--- config.mk ---
export PLATFORM = sky130hd
export DESIGN_NAME = serial_subtractor
export DESIGN_NICKNAME = d
export VERILOG_FILES = /design/src/rtl/serial_subtractor_pkg.sv /design/src/rtl/full_subtractor.sv /design/src/rtl/serial_subtractor.sv
export SDC_FILE = /design/constraint.sdc
export NUM_CORES = 1
export LEC_CHECK = 0
export ABC_CLOCK_PERIOD_IN_PS = 1300
export BUFFER_PORTS_ARGS = -buffer_cell sky130_fd_sc_hd__buf_2
export CORE_UTILIZATION = 43
export DETAILED_ROUTE_END_ITERATION = 8
export PLACE_DENSITY_LB_ADDON = 0.2
export SLEW_MARGIN = 20
export SYNTH_ARGS = -nofsm -noshare
export SYNTH_HDL_FRONTEND = slang
export SYNTH_SLANG_ARGS = --single-unit
--- constraint.sdc ---
create_clock -name clk -period 1.3 [get_ports clk]
set_input_delay 0.065 -clock clk [delete_from_list [all_inputs] [get_ports clk]]
set_output_delay 0.065 -clock clk [all_outputs]
set_load 0.02 [all_outputs]
--- src/rtl/serial_subtractor_pkg.sv ---
// Shared types and limits for the bit-serial subtractor.
package serial_sub_pkg;

    localparam int SERIAL_SUB_MAX_WIDTH = 32;

    typedef enum logic [1:0] {
        IDLE = 2'd0,
        RUN  = 2'd1,
        DONE = 2'd2
    } state_t;

endpackage

--- src/rtl/full_subtractor.sv ---
// Combinational 1-bit full-subtractor cell: diff = a - b - bin.
module full_subtractor (
    input  logic a,
    input  logic b,
    input  logic bin,
    output logic diff,
    output logic bout
);

    assign diff = a ^ b ^ bin;
    assign bout = (~a & b) | (~(a ^ b) & bin);

endmodule

--- src/rtl/serial_subtractor.sv ---
// Bit-serial two's-complement subtractor: a - b - bin, LSB first, one cell reused
// over WIDTH cycles behind a start/done handshake.
module serial_subtractor
    import serial_sub_pkg::*;
#(
    parameter int WIDTH = 4
) (
    input  logic             clk,
    input  logic             rst_n,
    input  logic             start,
    input  logic [WIDTH-1:0] a,
    input  logic [WIDTH-1:0] b,
    input  logic             bin,
    output logic             ready,
    output logic             busy,
    output logic             done,
    output logic [WIDTH-1:0] diff,
    output logic             bout,
    output logic             ovf
);

    localparam int             CNT_W = $clog2(WIDTH);
    localparam logic [CNT_W-1:0] LAST_BIT = CNT_W'(WIDTH - 1);

    generate
        if (WIDTH < 2 || WIDTH > SERIAL_SUB_MAX_WIDTH) begin : g_width_check
            $fatal(1, "serial_subtractor: WIDTH must be in 2..%0d", SERIAL_SUB_MAX_WIDTH);
        end
    endgenerate

    state_t             r_state;
    state_t             w_next;
    logic [WIDTH-1:0]   r_sa;
    logic [WIDTH-1:0]   r_sb;
    logic [WIDTH-1:0]   r_diff;
    logic [CNT_W-1:0]   r_cnt;
    logic               r_br;
    logic               r_amsb;
    logic               r_bmsb;
    logic               r_bout;
    logic               r_ovf;
    logic               w_d;
    logic               w_bn;
    logic               w_accept;
    logic               w_last;

    full_subtractor u_cell (
        .a    (r_sa[0]),
        .b    (r_sb[0]),
        .bin  (r_br),
        .diff (w_d),
        .bout (w_bn)
    );

    assign w_accept = (r_state == IDLE) && start;
    assign w_last   = (r_cnt == LAST_BIT);

    always_ff @(posedge clk or negedge rst_n) begin
        if (!rst_n) begin
            r_state <= IDLE;
        end else begin
            r_state <= w_next;
        end
    end

    always_comb begin
        w_next = r_state;
        case (r_state)
            IDLE:    if (start)  w_next = RUN;
            RUN:     if (w_last) w_next = DONE;
            DONE:    w_next = IDLE;
            default: w_next = IDLE;
        endcase
    end

    // Result bits enter from the MSB side so bit 0 lands in place after WIDTH shifts.
    always_ff @(posedge clk or negedge rst_n) begin
        if (!rst_n) begin
            r_sa   <= '0;
            r_sb   <= '0;
            r_diff <= '0;
            r_cnt  <= '0;
            r_br   <= 1'b0;
            r_amsb <= 1'b0;
            r_bmsb <= 1'b0;
            r_bout <= 1'b0;
            r_ovf  <= 1'b0;
        end else if (w_accept) begin
            r_sa   <= a;
            r_sb   <= b;
            r_br   <= bin;
            r_cnt  <= '0;
            r_amsb <= a[WIDTH-1];
            r_bmsb <= b[WIDTH-1];
        end else if (r_state == RUN) begin
            r_diff <= {w_d, r_diff[WIDTH-1:1]};
            r_sa   <= r_sa >> 1;
            r_sb   <= r_sb >> 1;
            r_br   <= w_bn;
            r_cnt  <= r_cnt + CNT_W'(1);
            if (w_last) begin
                r_bout <= w_bn;
                r_ovf  <= (r_amsb != r_bmsb) && (w_d != r_amsb);
            end
        end
    end

    assign ready = (r_state == IDLE);
    assign busy  = (r_state == RUN);
    assign done  = (r_state == DONE);
    assign diff  = r_diff;
    assign bout  = r_bout;
    assign ovf   = r_ovf;

endmodule
==> metrics.txt <==
Placeable Area=between 0.002 and 0.0025 mm2; Max VDD drop=0.00119 V; Int Pwr=about 1.8 mW; Antenna Nets Post-Route=0; H-Tree Depth=1; grt ovf=0; total power draw=3.06 mW; initial drt markers=8; Syn Std Cell Area=approximately 990 um2; unrepaired setup endpoints after global routing=yes; Yosys top cell by area=dfrtp_1; fin. max-slew vios=0; global-route wire length before repair=3.55 mm; kind of critical path=register to register; Hold Path Class=primary input to register; CP endpoint kind=register; status=complete, but fails checks; Die Wd=50.0 um; violated checks=setup timing; pwr/cell area=2400 mW/mm2; commonest cells after routing, fill and taps aside=dfrtp_1, nand2_1, buf_2, buf_4, o21ai_1; First-pass DRT Iterations=4; worst setup margin=-0.0743 ns; Clk pwr share=0.103; r2r setup slk=-0.07 ns; clock-pin slew on the worst setup and hold paths=0.12 ns; synth unique cells=25; hold path endpoint=r_amsb; clock skew=around 0.008 ns; LEAKAGE=0.634 nW; Max clock buf depth=2; DR WL met3=around 67 um; WP data required=1.54 ns; cell area after layout=0.00128 mm2; Comb pwr share=0.525; Worst-Skew Late Latency=roughly 0.3 ns; die area=0.00250 mm2; uppermost layer routed=met4; syn nets=112; vias in the first global route=around 800; layout cells sized above 1=0.353; hold path depth=2; worst slew pin tran=0.464 ns; largest net degree at the start of global routing=22; Crit Reg-Reg Endpoint=ovf; Final setup viols=1; via count=818; largest cells by area after synthesis=dfrtp_1, nand2_1, o21ai_1; CTS Root Cell=clkbuf_4; sequential fraction of design power=0.372; register area share after synthesis=0.531; vias per cell=5.08; most common cell after layout, fill and taps aside=dfrtp_1; Fin. Hold Viols=0; mean routed wirelength per cell=12.8 um; global placement routability congestion=0.745; Placed Cells=150; die height=50.0 um; fill count=186; Layout Cells excl Fill=~160; placed inst area=0.00116 mm2; Worst Setup Start Kind=register; cts bufs inserted=3; FF/Latch Area=527 um2; initial antenna violation count=0; ANT cells=0; reg2reg start=r_br; syn avg cell area=10.1 um2; Switching Fraction=0.399; Max Freq=between 700 and 800 MHz; hold_sp=a[3]; # DRC=0; routed wire length=2.05 mm; Starting Density=0.452; Rows=17; Syn. warnings=0; multi-input logic area=433 um2; Slew HR=0.690; area delta synth->final=29.1%; Syn Inst Count=98; met1 WL=961 um; number of max-cap violations=0; crit path time final=1.37 ns; Tcrit/Tclk final=1.06; WHS=0.0184 ns; top-area cell type share of the netlist area=0.531; GRT Overall Usage=0.193; HPWL after DPL=1.43 mm; Yosys reg bits=21; Layout Nets=between 100 and 150; Met2 Wirelength=1.01 mm; CTS tree=built; IO Pins=21; clk sinks=21; Sw Pwr=1.22 mW; Data arrival, critical path=1.61 ns; PortBufs=20; setup tns final=-0.0743 ns; Register-to-Register Path Depth=5; Worst Path Max Fanout=3
-- cells in the mapped netlist --
cell type	n
a21oi_1	9
a22o_1	1
a22oi_1	4
a2bb2oi_1	3
and3b_1	2
buf_1	1
buf_2	2
buf_6	1
clkbuf_1	1
dfrtp_1	21
fa_1	1
ha_1	1
inv_1	3
inv_2	1
mux2_4	2
nand2_1	19
nand2b_2	1
nand3b_1	1
nor2_1	1
nor2b_1	8
nor2b_4	1
nor3b_1	1
o21ai_0	1
o21ai_1	11
o21bai_1	1
-- critical path: stages (launching register included) --
cell	delay [ns]
dfrtp_1	0.38
inv_2	0.05
fa_1	0.53
nor3b_2	0.19
a21oi_1	0.06
o21ai_1	0.11
-- power by group through the flow --
stage,registers (mW),clock network [mW],logic (mW)
after floorplan,1.19,0,0.892
after global placement,1.15,0,1.34
after detailed placement,1.17,0,1.38
after CTS,1.14,0.333,1.55
after global routing,1.17,0.351,1.79
final,1.14,0.315,1.61
-- cells by family (layout without fill, tap and decap cells) --
group                      Yosys count  count (layout)  synth area share
DFF                                 21              21             0.531
adders and majority gates            2               2            0.0329
and+or+nand+nor                     34              34             0.182
AOI/OAI and AO/OA                   30              30             0.180
buffers and inverters                9              44            0.0442
muxes                                2               2            0.0303
-- layout make-up --
| class | count | share of cell area |
|---|---|---|
| inverters | 4 | 0.0157 |
| well taps | 28 | 0.0274 |
| clock buffers | 4 | 0.0206 |
| flip-flops and latches | 21 | 0.412 |
| multi-input cells | 68 | 0.339 |
| repair buffers | 36 | 0.185 |
-- how the worst max path moves through the flow --
stage / from / to / cells past startpoint
after floorplan: r_sb[0] / ovf / 5
after global placement: r_sb[0] / ovf / 5
after detailed placement: r_sb[0] / ovf / 5
after CTS: r_br / ovf / 5
after global routing: r_br / ovf / 5
final: r_br / ovf / 5
-- registers in the layout, indices dropped and copies added (netlist names) --
name / cells
bout: 1
ovf: 1
r_sb: 4
r_state: 2
r_bmsb: 1
diff: 4
r_sa: 4
r_br: 1
r_cnt: 2
r_amsb: 1
-- layer usage --
metal | up-vias | track usage
li1 | 404 | -
met1 | 400 | 0.256
met2 | 12 | 0.293
met3 | 2 | 0.0525
met4 | 0 | 0.0810
met5 | - | 0
-- metrics by stage --
step,util,worst slack [ns]
CTS,0.573,-0.0512
global route,0.583,-0.154
global placement,0.531,-0.00905
finish,0.583,-0.0743
detailed placement,0.531,-0.0707
floorplan,-,0.0121
-- repair_timing --
action / CTS / global route
endpoints found under the hold margin: 22 / 0
gates resized for setup: 7 / 5
buffers inserted: 4 / 1
setup endpoints to repair: 4 / 4
hold buffers: 2 / 0
pin swaps: 1 / 0
Note: power is estimated with default switching activity, not from simulation.
